===== src/rtl/decoder_sequencer.sv =====
// Instruction decoder with a small sequencer: accepts one instruction at a time,
// inserts memory wait cycles for LOD/STR, holds decoded controls until consumed.
module decoder_sequencer #(
    parameter int unsigned INSTR_WIDTH = 16,
    parameter int unsigned OPCODE_LSB  = 12,
    parameter int unsigned MEM_WAIT    = 2
) (
    input  logic                   clk,
    input  logic                   rst_n,
    input  logic [INSTR_WIDTH-1:0] instruction_i,
    input  logic                   in_valid_i,
    output logic                   in_ready_o,
    input  logic                   flush_i,
    output logic                   out_valid_o,
    input  logic                   out_ready_i,
    output logic                   reg_write_o,
    output logic                   mem_read_o,
    output logic                   mem_write_o,
    output logic                   jump_o,
    output logic [1:0]             branch_o,
    output logic [3:0]             alu_op_o,
    output logic [1:0]             result_select_o,
    output logic                   mem_busy_o,
    output logic                   illegal_o,
    output logic                   halted_o
);
    localparam int unsigned OPC_W  = 4;
    localparam int unsigned CNT_W  = 4;
    localparam int unsigned CTRL_W = 12;

    localparam logic [1:0] S_IDLE = 2'd0;
    localparam logic [1:0] S_MEM  = 2'd1;
    localparam logic [1:0] S_HOLD = 2'd2;
    localparam logic [1:0] S_HALT = 2'd3;

    localparam logic [3:0] OP_JMP = 4'b1000;
    localparam logic [3:0] OP_BRZ = 4'b1001;
    localparam logic [3:0] OP_BRN = 4'b1010;
    localparam logic [3:0] OP_ILL = 4'b1011;
    localparam logic [3:0] OP_LOD = 4'b1100;
    localparam logic [3:0] OP_STR = 4'b1101;
    localparam logic [3:0] OP_SEL = 4'b1110;
    localparam logic [3:0] OP_SEU = 4'b1111;

    if (INSTR_WIDTH < 4 || OPCODE_LSB + OPC_W > INSTR_WIDTH || MEM_WAIT > 15) begin : g_param_check
        $error("decoder_sequencer: illegal parameter combination");
    end

    // Control vector layout: {reg_write, mem_read, mem_write, jump, branch[1:0], alu_op[3:0], result_select[1:0]}
    function automatic logic [CTRL_W-1:0] decode(input logic [OPC_W-1:0] op);
        logic       rw, mr, mw, jp;
        logic [1:0] br, rs;
        logic [3:0] alu;
        rw = 1'b0; mr = 1'b0; mw = 1'b0; jp = 1'b0;
        br = 2'b00; rs = 2'b00; alu = 4'b0000;
        if (!op[3]) begin
            rw  = 1'b1;
            alu = op;
        end else begin
            case (op)
                OP_JMP:  begin rw = 1'b1; jp = 1'b1; rs = 2'b01; end
                OP_BRZ:  br = 2'b01;
                OP_BRN:  br = 2'b10;
                OP_LOD:  begin rw = 1'b1; mr = 1'b1; rs = 2'b10; end
                OP_STR:  mw = 1'b1;
                OP_SEL:  begin rw = 1'b1; rs = 2'b11; end
                OP_SEU:  begin rw = 1'b1; rs = 2'b11; alu = 4'b1111; end
                default: ;
            endcase
        end
        return {rw, mr, mw, jp, br, alu, rs};
    endfunction

    logic [1:0]        state_q, state_d;
    logic [CNT_W-1:0]  cnt_q, cnt_d;
    logic [CTRL_W-1:0] ctrl_q, ctrl_d;
    logic [CTRL_W-1:0] out_ctrl_q;
    logic              init_q, out_valid_q, mem_busy_q, halted_q;

    logic [OPC_W-1:0]  opcode;
    logic              in_ready_c, accept;
    logic [1:0]        load_state;
    logic              unused_instr_bits;

    assign opcode            = instruction_i[OPCODE_LSB +: OPC_W];
    assign unused_instr_bits = ^instruction_i;

    // Destination of a freshly accepted instruction
    always_comb begin
        load_state = S_HOLD;
        if (opcode == OP_ILL) begin
            load_state = S_HALT;
        end else if ((opcode == OP_LOD || opcode == OP_STR) && (MEM_WAIT != 0)) begin
            load_state = S_MEM;
        end
    end

    always_comb begin
        in_ready_c = 1'b0;
        case (state_q)
            S_IDLE:  in_ready_c = init_q & ~flush_i;
            S_HOLD:  in_ready_c = out_ready_i & ~flush_i;
            default: in_ready_c = 1'b0;
        endcase
    end

    assign accept = in_valid_i & in_ready_c;

    // Next-state logic; flush outranks accept and consume everywhere except HALT
    always_comb begin
        state_d = state_q;
        cnt_d   = cnt_q;
        ctrl_d  = ctrl_q;
        if (flush_i && state_q != S_HALT) begin
            state_d = S_IDLE;
            cnt_d   = '0;
            ctrl_d  = '0;
        end else begin
            case (state_q)
                S_IDLE: begin
                    if (accept) begin
                        state_d = load_state;
                        cnt_d   = (load_state == S_MEM) ? CNT_W'(MEM_WAIT) : '0;
                        ctrl_d  = decode(opcode);
                    end
                end
                S_MEM: begin
                    if (cnt_q <= CNT_W'(1)) begin
                        state_d = S_HOLD;
                        cnt_d   = '0;
                    end else begin
                        cnt_d = cnt_q - CNT_W'(1);
                    end
                end
                S_HOLD: begin
                    if (accept) begin
                        state_d = load_state;
                        cnt_d   = (load_state == S_MEM) ? CNT_W'(MEM_WAIT) : '0;
                        ctrl_d  = decode(opcode);
                    end else if (out_ready_i) begin
                        state_d = S_IDLE;
                        ctrl_d  = '0;
                    end
                end
                default: ;
            endcase
        end
    end

    always_ff @(posedge clk or negedge rst_n) begin
        if (!rst_n) begin
            state_q <= S_IDLE;
            cnt_q   <= '0;
            ctrl_q  <= '0;
        end else begin
            state_q <= state_d;
            cnt_q   <= cnt_d;
            ctrl_q  <= ctrl_d;
        end
    end

    // Registered outputs derived from the upcoming state so controls are zero outside HOLD
    always_ff @(posedge clk or negedge rst_n) begin
        if (!rst_n) begin
            init_q      <= 1'b0;
            out_valid_q <= 1'b0;
            out_ctrl_q  <= '0;
            mem_busy_q  <= 1'b0;
            halted_q    <= 1'b0;
        end else begin
            init_q      <= 1'b1;
            out_valid_q <= (state_d == S_HOLD);
            out_ctrl_q  <= (state_d == S_HOLD) ? ctrl_d : '0;
            mem_busy_q  <= (state_d == S_MEM);
            halted_q    <= (state_d == S_HALT);
        end
    end

    assign in_ready_o  = in_ready_c;
    assign out_valid_o = out_valid_q;
    assign mem_busy_o  = mem_busy_q;
    assign illegal_o   = halted_q;
    assign halted_o    = halted_q;
    assign {reg_write_o, mem_read_o, mem_write_o, jump_o,
            branch_o, alu_op_o, result_select_o} = out_ctrl_q;

endmodule

===== config.mk =====
export PLATFORM = sky130hd
export DESIGN_NAME = decoder_sequencer
export DESIGN_NICKNAME = d
export VERILOG_FILES = /design/src/rtl/decoder_sequencer.sv
export SDC_FILE = /design/constraint.sdc
export NUM_CORES = 1
export LEC_CHECK = 0
export ABC_CLOCK_PERIOD_IN_PS = 3000
export CELL_PAD_IN_SITES_DETAIL_PLACEMENT = 1
export CELL_PAD_IN_SITES_GLOBAL_PLACEMENT = 1
export CORE_MARGIN = 2
export CORE_UTILIZATION = 40
export CTS_BUF_LIST = sky130_fd_sc_hd__clkbuf_2
export DETAILED_ROUTE_END_ITERATION = 8
export GPL_TIMING_DRIVEN = 0
export PLACE_DENSITY = 0.92
export SETUP_SLACK_MARGIN = 0.2
export SLEW_MARGIN = 20
export SYNTH_ARGS = -nofsm -noshare
export SYNTH_HDL_FRONTEND = slang
export SYNTH_SLANG_ARGS = --single-unit

===== constraint.sdc =====
create_clock -name clk -period 3 [get_ports clk]
set_clock_uncertainty 0.2 [all_clocks]
set_input_delay 0.9 -clock clk [delete_from_list [all_inputs] [get_ports clk]]
set_output_delay 0.9 -clock clk [all_outputs]
set_load 0.05 [all_outputs]

After elaboration in Yosys (flattened, before gate mapping)
Cells that the tools add are included.
Widths: inputs -> output; s select.
{"block": "totals", "out_inout_bits": 17, "word_cells": 72, "ff_bits": 34, "inputBits": 21}
{"block": "classes", "muxes": 34, "magnitude_cmp": 1, "addsub": 1, "bitwise": 4, "n_reduce_logical": 8, "eq_ne": 16}
{"op": "$mux 12", "n": 5}
{"op": "$eq 4x4->1 const B", "n": 8}
{"op": "$pmux 12 s2", "n": 1}
{"op": "$mux 2", "n": 10}
{"op": "$mux 4", "n": 5}
{"op": "$pmux 2 s3", "n": 2}
{"op": "$mux 1", "n": 8}
{"op": "$pmux 4 s2", "n": 1}
{"op": "$eq 2x1->1 const B", "n": 3}
{"op": "$eq 2x2->1 const B", "n": 3}
{"op": "$le 4x1->1 const B", "n": 1}
{"op": "$pmux 2 s2", "n": 1}
{"op": "$reduce_or 2->1", "n": 2}
{"op": "$reduce_or 4->1", "n": 1}
{"op": "$sub 4x1->4 const B", "n": 1}
{"op": "$and 1x1->1", "n": 3}
{"op": "$ne 3x1->1 const B", "n": 1}
{"op": "$reduce_bool 3->1", "n": 1}
{"op": "$logic_not 2->1", "n": 1}
{"op": "$ne 2x2->1 const B", "n": 1}
{"op": "$pmux 1 s2", "n": 1}
{"op": "$reduce_and 2->1", "n": 1}
{"op": "$logic_and 1x1->1", "n": 1}
{"op": "$logic_or 1x1->1", "n": 1}
{"op": "$not 1->1", "n": 1}

Depth between registers and ports, before layout
Gate-level depths: netlist of run 1.
{"block": "logic_depth", "depth_word": 9, "depth_mapped": 7, "mapped_depth_nobuf": 6}

Least setup slack after synthesis of run 1
OpenSTA, ideal clock, no wires.
{"block": "synth_timing", "kind": "input to output", "start": "in flush_i", "end": "out in_ready_o", "slack_ns": -0.442, "arrival_ns": 2.342, "required_ns": 1.900, "stages": 3, "path_buffers": 2, "path_cell_list": "buf_6 -> clkbuf_1 -> nor3_1"}
{"block": "synth_via", "elab_chain_cells": 3, "word_cells_on_any_way": 4}
{"item": "from (decl)", "line": "13", "rtl": "input logic flush_i,"}
{"item": "$not 1->1 (*)", "line": "101, 102"}
{"item": "$and 1x1->1, on equally long branches", "line": "102, 101"}
{"item": "$pmux 1 s2 (*)", "line": "100", "rtl": "case (state_q)"}
{"item": "to (decl)", "line": "12", "rtl": "output logic in_ready_o,"}
Every way passes the cells marked *; elsewhere a longest branch is shown, timed or not.

Final worst setup path of run 1
{"block": "layout_timing", "start": "reg halted_q (netlist: halted_o)", "end": "out illegal_o"}
{"item": "from (decl)", "line": "78", "rtl": "logic init_q, out_valid_q, mem_busy_q, halted_q;"}
{"item": "from (signal assigned)", "line": "175", "rtl": "halted_q <= (state_d == S_HALT);"}
{"item": "to (decl)", "line": "24", "rtl": "output logic illegal_o,"}
No word-level cell between the ends.

==> results.json, run 1 <==
{
  "outcome": "complete, no violations",
  "syn-num-nets": 181,
  "drive_above_1_share_pct": 16.4,
  "clock_latency_ns": 0.40,
  "synth_async_sr_flop_share_pct": 100,
  "ios": 38,
  "hold_buffers": 0,
  "grt_max_degree": 35,
  "tightest_slew_ns": 0.934,
  "crit_family": "buffers and inverters",
  "critical_path_buf_inv_count": 2,
  "regArea_sq_um": 851,
  "diodes": 0,
  "drtIter0Drc": 26,
  "cap_violations": 0,
  "root_buffer": "clkbuf_2",
  "finalWirelength_microns": 4110,
  "final_common_cell": "dfrtp_1",
  "cts_tree": "done",
  "slew_violations": 0,
  "tns_ns": 0,
  "antenna_found_initial": 0,
  "via_per_inst": 5.74,
  "hp-class": "reg2reg",
  "relSlewSlack_pct": 37.7,
  "holdPathStages": 1,
  "yosysUniqueCellTypes": 53,
  "synthFlopType": "dfrtp_1",
  "fillCellCount": 447,
  "cp-end-kind": "output pin",
  "synth_area_sq_um": 1740,
  "critical_path.startpoint": "halted_o$_DFF_PN0_",
  "crit_chain": "buf_4 > clkdlybuf4s50_1",
  "max_freq_mhz": 365,
  "reg2reg_depth": 7,
  "ant_nets": 0,
  "grt_pass1_wl_microns": 7130,
  "clkTransAtPathRegs_ns": 0.17,
  "first_pass_iters": 4,
  "wl_per_cell_microns": 17.2,
  "placedCellCount": 230,
  "peakVddDrop_mv": 0.175,
  "start_util_pct": 42.5,
  "fin_crit_ns": 2.74,
  "synth_top_area_share_pct": 49.0,
  "gp_congestion": 0.880,
  "synthCells": 158,
  "min_to": "ctrl_q[0]$_DFF_PN0_",
  "num-nets-final": 211,
  "clock_sinks": 34,
  "layout_common_cells": "dfrtp_1 (34), clkdlybuf4s50_1 (19), nor2_1 (11)",
  "clk_path_buf_depth": 2,
  "synth_area_leaders": "dfrtp_1 (49%), buf_6 (2.6%), nor2_1 (2.4%)",
  "io_buffers": 22,
  "layoutNonFillerInstCount": 239,
  "stdcell_area_sq_um": 2070,
  "grt_usage_pct": 18.6,
  "ys_ff_latch": 34,
  "first_global_vias": 1468,
  "slowest_delay_ns": 0.78,
  "htreeDepth": 2,
  "cp_data_required_time_ns": 1.90,
  "hold_viol": 0,
  "area_growth_pct": 18.9,
  "worst-path-max-fanout": 2,
  "core_sq_um": 4090,
  "fp.dieW_microns": 69.9,
  "hpwl_microns": 3040,
  "p_leak_nw": 0.891,
  "grt-ovfl-total": 0,
  "r2r_end": "mem_busy_o$_DFF_PN0_",
  "cts_buffers": 5,
  "fp.dieArea_sq_um": 4880,
  "r2r_slack_ns": 0.61,
  "multi_input_area_sq_um": 798,
  "reg2reg_from": "cnt_q[0]$_DFFE_PN0P_",
  "finalCritPeriodShare_pct": 91.3,
  "die_h_microns": 69.9,
  "dpl-instance-area_sq_um": 2030,
  "fp-row-count": 23,
  "yosysTopAreaCell": "dfrtp_1",
  "path_class": "reg2out",
  "final-setup-viol-count": 0,
  "p_per_area_nw_per_um2": 391,
  "drc_errors": 0,
  "synth_edf_count": 0,
  "vias": 1371,
  "hold_path.startpoint": "ctrl_q[0]$_DFF_PN0_",
  "rsz0062_at_grt": "no",
  "syn_area_per_cell_sq_um": 11.0,
  "power_mw": 0.808,
  "slowest_stage": "clkdlybuf4s50_1",
  "ys_seq_area_share_pct": 49.0,
  "worstPathArrival_ns": 1.64,
  "ys_warn_count": 0,
  "cp-start-kind": "register"
}
==> cells by family after synthesis <==
kind of cell	share of synthesized area, %
mux	1.95
other cells	0.216
compound gates	18.2
simple gates	23.5
fa+ha+maj	1.44
buf+inv	5.69
flops	49.0
==> Yosys cell counts, types with 2 or more instances <==
cell type and n:
buf_6 4, or2_1 2, nor3b_1 4, o21ai_0 3, a31oi_1 4, a21oi_1 8
nor4_2 3, or3_1 3, nor4b_1 2, a32o_1 4, nor2_1 11, nor2b_1 4
nand3b_1 3, ha_1 2, nor3_1 2, clkbuf_1 4, dfrtp_1 34, a2111oi_0 2
nand2b_1 2, nand2_1 10, inv_1 6, o211ai_1 3, a22o_1 4, and4bb_1 3
o311a_1 2, and2_1 2
==> timing repair <==
| item | in CTS | in global routing |
|---|---|---|
| gates resized for setup | 7 | 3 |
| endpoints found under the setup margin | 1 | 1 |
| buffers inserted | 1 | 0 |
| pin swaps | 0 | 0 |
| cloned | 0 | 0 |
==> where the power goes <==
part           total (mW)  internal, mW  switching (mW)  leakage, nW
Combinational       0.126        0.0437          0.0824        0.391
Clock               0.212        0.0571           0.155       0.0304
Sequential          0.470         0.466         0.00440        0.470
Total               0.808         0.567           0.242        0.891
==> worst max-delay path by stage <==
stage	depth (start not counted)	to	slack (ns)
after floorplan	3	in_ready_o	0.23
after global placement	4	in_ready_o	-0.72
after detailed placement	4	in_ready_o	-0.74
after CTS	4	in_ready_o	0.22
after global routing	2	illegal_o	0.20
final	2	illegal_o	0.26
==> metal layers <==
metal	GRT usage, %	vias to the layer above	wire, microns
met2	31.0	26	2090
met3	4.76	13	143
met4	10.5	0	138
met5	0	-	0
li1	-	641	-
met1	21.7	691	1740
==> area by class of cell <==
| class | count | share of cell area (%) |
|---|---|---|
| Sequential cell | 34 | 41.2 |
| Multi-Input combinational cell | 107 | 38.6 |
| Timing Repair Buffer | 23 | 10.4 |
| Buffer | 10 | 3.57 |
| Tap cell | 50 | 3.03 |
| Clock buffer | 6 | 1.45 |
| Inverter | 7 | 1.27 |
| Clock inverter | 2 | 0.424 |
==> per-stage QoR <==
step / utilization (%) / hold slack [ns] / setup WS, ns
2_1_floorplan: - / 0.258 / 0.225
3_3_place_gp: 49.7 / 0.274 / -0.725
3_5_place_dp: 49.6 / 0.287 / -0.740
4_1_cts: 50.6 / 0.324 / 0.219
5_1_grt: 50.6 / 0.344 / 0.201
6_report: 50.6 / 0.321 / 0.260
==> state kept, by name, summed over array words and instances (netlist names) <==
signal       flops
cnt_q            4
ctrl_q          12
halted_o         1
init_q           1
mem_busy_o       1
out_ctrl_q      12
out_valid_o      1
state_q          2
No activity file was read; power rests on OpenSTA's default activity.
==> run 2, diff against run 1 <==
--- a/config.mk
+++ b/config.mk
@@ -5,7 +5,8 @@
 export SDC_FILE = /design/constraint.sdc
 export NUM_CORES = 1
 export LEC_CHECK = 0
-export ABC_CLOCK_PERIOD_IN_PS = 3000
+export ABC_CLOCK_PERIOD_IN_PS = 2950
+export CAP_MARGIN = 15
 export CELL_PAD_IN_SITES_DETAIL_PLACEMENT = 1
 export CELL_PAD_IN_SITES_GLOBAL_PLACEMENT = 1
 export CORE_MARGIN = 2
@@ -13,7 +14,7 @@
 export CTS_BUF_LIST = sky130_fd_sc_hd__clkbuf_2
 export DETAILED_ROUTE_END_ITERATION = 8
 export GPL_TIMING_DRIVEN = 0
-export PLACE_DENSITY = 0.92
+export PLACE_DENSITY_LB_ADDON = 0.2
 export SETUP_SLACK_MARGIN = 0.2
 export SLEW_MARGIN = 20
 export SYNTH_ARGS = -nofsm -noshare
==> constraint.sdc (replaced) <==
create_clock -name clk -period 2.95 [get_ports clk]
set_clock_uncertainty 0.2 [all_clocks]
set_input_delay 0.885 -clock clk [delete_from_list [all_inputs] [get_ports clk]]
set_output_delay 0.885 -clock clk [all_outputs]
set_load 0.05 [all_outputs]
==> run 2 against run 1 <==
Net effect: clock power rose by 3%; first-iteration DRC count grew to 2.5 times the previous value; non-clock buffer count is 1 higher; sequential power is 2% higher; routed wire length increased by 8.9%; setup slack improved by 0.0094 ns; final cell count increased by 0.42%; worst hold slack worse by 0.14 ns; core utilization rose by 0.89 points; flip-flop and latch count stayed put; clock-buffer cell count stayed put; sequential share of layout area down 0.71 points; highest routed layer unchanged.
==> results.json, run 2 (synthesized netlist as in run 1, its figures left out) <==
{
  "outcome": "complete, no violations",
  "worstPathArrival_ns": 1.60,
  "clk_path_buf_depth": 2,
  "reg2reg_from": "cnt_q[0]$_DFFE_PN0P_",
  "start_util_pct": 42.5,
  "finalCritPeriodShare_pct": 90.9,
  "num-nets-final": 212,
  "top_regs": "ctrl_q: 12 flops, out_ctrl_q: 12 flops, cnt_q: 4 flops",
  "r2r_slack_ns": 0.60,
  "clock_sinks": 34,
  "max_freq_mhz": 373,
  "ios": 38,
  "dp_worst_setup_slack_ns": -0.786,
  "cts_buffers": 5,
  "cts_tree": "done",
  "die_h_microns": 69.9,
  "via_per_inst": 5.85,
  "rsz0062_at_grt": "no",
  "first_global_vias": 1530,
  "grt_usage_pct": 19.9,
  "crit_chain": "buf_6 > clkbuf_4 > nor3_4 > buf_4",
  "io_buffers": 22,
  "fp.dieW_microns": 69.9,
  "area_growth_pct": 21.0,
  "drive_above_1_share_pct": 16.8,
  "drc_errors": 0,
  "htreeDepth": 2,
  "slowest_delay_ns": 0.21,
  "fin_crit_ns": 2.68,
  "cp-start-kind": "input port",
  "p_sw_mw": 0.252,
  "final-setup-viol-count": 0,
  "whs_ns": 0.183,
  "p_clk_share_pct": 26.1,
  "root_buffer": "clkbuf_2",
  "grt_pass1_wl_microns": 7600,
  "slowest_stage": "clkbuf_4",
  "cap_violations": 0,
  "clock_latency_ns": 0.38,
  "critical_path.startpoint": "flush_i",
  "hp-class": "in2async",
  "peakVddDrop_mv": 0.209,
  "clkTransAtPathRegs_ns": 0.18,
  "stdcell_area_sq_um": 2100,
  "gp_congestion": 0.793,
  "first_pass_iters": 4,
  "grt_max_degree": 22,
  "layout_common_cells": "dfrtp_1 (34), clkdlybuf4s50_1 (18), nor2_1 (11)",
  "p_leak_nw": 0.913,
  "wl_per_cell_microns": 18.6,
  "setup_ws_ns": 0.269,
  "p_sw_share_pct": 30.2,
  "slew_violations": 0,
  "hpwl_microns": 3290,
  "tightest_slew_ns": 0.954,
  "reg2reg_depth": 7,
  "vias": 1403,
  "path_class": "in2out",
  "power.internal_mw": 0.581,
  "drtIter0Drc": 66,
  "diodes": 0,
  "core_sq_um": 4090,
  "ant_nets": 0,
  "fp.dieArea_sq_um": 4880,
  "pwr-share-seq_pct": 57.4,
  "worst-path-max-fanout": 10,
  "relSlewSlack_pct": 36.4,
  "antenna_found_initial": 0,
  "cp_data_required_time_ns": 1.87,
  "final_common_cell": "dfrtp_1",
  "hold_viol": 0,
  "finalWirelength_microns": 4480,
  "dpl-instance-area_sq_um": 2050,
  "grt-ovfl-total": 0,
  "cp-end-kind": "output pin",
  "p_per_area_nw_per_um2": 396,
  "p_comb_share_pct": 16.4,
  "fp-row-count": 23
}
-- run 2: metal layers --
layer | vias up | share of wire (%) | GRT usage [%]
met5 | - | 0 | 0
met2 | 32 | 49 | 31.6
met4 | 0 | 1.7 | 7.69
met3 | 8 | 3.9 | 4.91
met1 | 718 | 45 | 26.2
li1 | 645 | - | -
-- run 2: metrics by stage --
step	setup TNS [ns]	cells	utilization (%)	total power, mW
after floorplan	0	158	-	0.569
after global placement	-1.09	230	49.7	0.613
after detailed placement	-2.74	231	50.3	0.622
after CTS	0	240	51.4	0.840
after global routing	0	240	51.4	0.872
final	0	240	51.4	0.833
-- run 2: repair_timing --
item / 4_1_cts / 5_1_grt
setup endpoints to repair: 2 / 2
hold buffers: 0 / 0
setup buffers: 1 / 0
resized for setup: 10 / 2
-- run 2: worst max-delay path, delay by kind of cell --
| kind | cells | cell delay, ns |
|---|---|---|
| buffers and inverters | 3 | 0.53 |
| and+or+nand+nor | 1 | 0.17 |
-- run 2: cell type report --
class | instances | area, sq um
buffer | 10 | 76.3
clock inverter | 2 | 8.76
timing repair buffer | 24 | 241
fill | 459 | 1980
inverter | 7 | 26.3
tap | 50 | 62.6
multi-input combinational | 107 | 806
clock buffer | 6 | 30.0
sequential | 34 | 851
-- run 2: power groups by stage --
stage	Sequential, mW	Combinational [mW]	Clock [mW]
global placement	0.486	0.126	0
finish	0.478	0.137	0.218
global route	0.479	0.150	0.243
detailed placement	0.487	0.135	0
floorplan	0.492	0.0771	0
CTS	0.478	0.136	0.226
-- run 2: path summary, 6_finish.rpt --
| path | to |
|---|---|
| worst max-delay path | in_ready_o |
| worst min-delay path | cnt_q[1]$_DFFE_PN0P_ |
| worst max register to register | mem_busy_o$_DFF_PN0_ |
| worst min register to register | ctrl_q[10]$_DFF_PN0_ |
| max in group asynchronous | out_ctrl_q[5]$_DFF_PN0_ |
| min in group clk | ctrl_q[10]$_DFF_PN0_ |
==> run 3, diff against run 2 <==
--- a/config.mk
+++ b/config.mk
@@ -14,8 +14,8 @@
 export CTS_BUF_LIST = sky130_fd_sc_hd__clkbuf_2
 export DETAILED_ROUTE_END_ITERATION = 8
 export GPL_TIMING_DRIVEN = 0
-export PLACE_DENSITY_LB_ADDON = 0.2
-export SETUP_SLACK_MARGIN = 0.2
+export PLACE_DENSITY_LB_ADDON = 0.12
+export SETUP_SLACK_MARGIN = 0.4
 export SLEW_MARGIN = 20
 export SYNTH_ARGS = -nofsm -noshare
 export SYNTH_HDL_FRONTEND = slang
==> run 3 against run 2 <==
Net effect: power decreased by 0.42%; flip-flop and latch count unchanged; worst hold slack improved by 0.020 ns; largest cell class unchanged; via count decreased by 0.29%; clock power decreased by 6%; clock-buffer cell count decreased by 1; final cell count increased by 0.83%; global-route usage decreased by 0.29 points; critical path depth unchanged; non-clock buffer count increased by 3; sequential power about the same; routed wire length decreased by 1.9%.
==> results.json, run 3 (synthesized netlist as in run 1, its figures left out) <==
{
  "max_freq_mhz": 392,
  "slew_violations": 0,
  "start_util_pct": 42.5,
  "worst-path-max-fanout": 4,
  "finalWirelength_microns": 4390,
  "clkTransAtPathRegs_ns": 0.17,
  "wl_met1_microns": 2050,
  "wl_per_cell_microns": 18.1,
  "cap_violations": 0,
  "clock_latency_ns": 0.38,
  "rsz0062_at_grt": "yes",
  "grt_usage_pct": 19.6,
  "grt-ovfl-total": 0,
  "met2_length_microns": 2090,
  "via_per_inst": 5.78,
  "hold_viol": 0,
  "p_leak_nw": 1.03,
  "die_h_microns": 69.9,
  "layoutNonFillerInstCount": 242,
  "clock_sinks": 34,
  "layout_common_cells": "dfrtp_1 (33), dlygate4sd2_1 (16), nor2_1 (11)",
  "peakVddDrop_mv": 0.193,
  "root_buffer": "clkbuf_2",
  "p_per_area_nw_per_um2": 382,
  "fin_crit_ns": 2.55,
  "drive_above_1_share_pct": 21.4,
  "top_layer": "met4",
  "placedCellCount": 231,
  "diodes": 0,
  "drc_errors": 0,
  "cts_buffers": 5,
  "io_buffers": 22,
  "vias": 1399,
  "hpwl_microns": 3130,
  "clk_path_buf_depth": 2,
  "fillCellCount": 458,
  "fp-row-count": 23,
  "relSlewSlack_pct": 39.7,
  "finalCritPeriodShare_pct": 86.4,
  "hp-class": "in2async",
  "num-nets-final": 215,
  "cp_data_required_time_ns": 1.87,
  "tightest_slew_ns": 0.904,
  "cp-end-kind": "output pin",
  "gp_congestion": 0.829,
  "ios": 38,
  "final-setup-viol-count": 0,
  "hold_buffers": 0,
  "r2r_slack_ns": 0.68,
  "antenna_found_initial": 0,
  "grt_max_degree": 20,
  "power_mw": 0.829,
  "cp-start-kind": "input port",
  "drtIter0Drc": 36,
  "routed-wl-met3_microns": 164,
  "outcome": "complete, no violations",
  "htreeDepth": 2,
  "fp.dieW_microns": 69.9,
  "cts_tree": "done",
  "first_pass_iters": 4,
  "final_common_cell": "dfrtp_1",
  "fp.dieArea_sq_um": 4880,
  "first_global_vias": 1425,
  "ant_nets": 0,
  "top_regs": "ctrl_q: 12 flops, out_ctrl_q: 12 flops, cnt_q: 4 flops",
  "grt_pass1_wl_microns": 7470,
  "area_growth_pct": 24.9,
  "core_sq_um": 4090,
  "path_class": "in2out",
  "worstPathArrival_ns": 1.46
}
run 3: cell type report:
class                           instances  area (sq um)  share of cell area [%]
Clock inverter                          2          10.0                   0.461
Multi-Input combinational cell        107           836                    38.5
Buffer                                 10          97.6                    4.50
Inverter                                7          26.3                    1.21
Tap cell                               50          62.6                    2.88
Sequential cell                        34           852                    39.3
Timing Repair Buffer                   27           260                    12.0
Clock buffer                            5          25.0                    1.15
run 3: worst max-delay path, cell delays in order:
cell and delay [ns]:
clkbuf_4 0.15, mux2i_4 0.09, nor3_4 0.17, buf_6 0.18
run 3: repair_timing:
action | in CTS | in global routing
pin swaps | 0 | 1
buffers inserted | 1 | 2
setup endpoints to repair | 32 | 18
cloned | 1 | 0
gates resized for setup | 28 | 13
run 3: worst paths after layout:
| kind | cells after the start | end | startpoint |
|---|---|---|---|
| worst max register to register | 7 | mem_busy_o$_DFF_PN0_ | cnt_q[0]$_DFFE_PN0P_ |
| max in group asynchronous | 2 | out_ctrl_q[9]$_DFF_PN0_ | rst_n |
| worst min-delay path | 1 | cnt_q[0]$_DFFE_PN0P_ | rst_n |
| worst max-delay path | 4 | in_ready_o | out_ready_i |
| worst min register to register | 1 | ctrl_q[9]$_DFF_PN0_ | ctrl_q[9]$_DFF_PN0_ |
| min in group clk | 1 | ctrl_q[9]$_DFF_PN0_ | ctrl_q[9]$_DFF_PN0_ |
run 3: routing by layer:
layer / global-route usage, % / vias up
li1: - / 651
met1: 26.9 / 710
met2: 29.9 / 30
met3: 5.05 / 8
met4: 7.26 / 0
met5: 0 / -
run 3: where the power goes:
part	total, mW	internal [mW]	switching (mW)
clock	0.205	0.0513	0.154
sequential	0.478	0.474	0.00425
combinational	0.146	0.0552	0.0907
run 3: metrics by stage:
step / hold slack, ns / setup TNS (ns) / worst slack, ns / cell area, sq um / util (%)
6_report: 0.203 / 0 / 0.401 / 2170 / 53.1
2_1_floorplan: 0.258 / 0 / 0.264 / 1770 / -
4_1_cts: 0.199 / 0 / 0.243 / 2120 / 52.0
3_3_place_gp: 0.270 / -1.39 / -0.746 / 2060 / 50.3
3_5_place_dp: 0.281 / -1.72 / -0.763 / 2080 / 50.9
5_1_grt: 0.185 / 0 / 0.358 / 2170 / 53.1
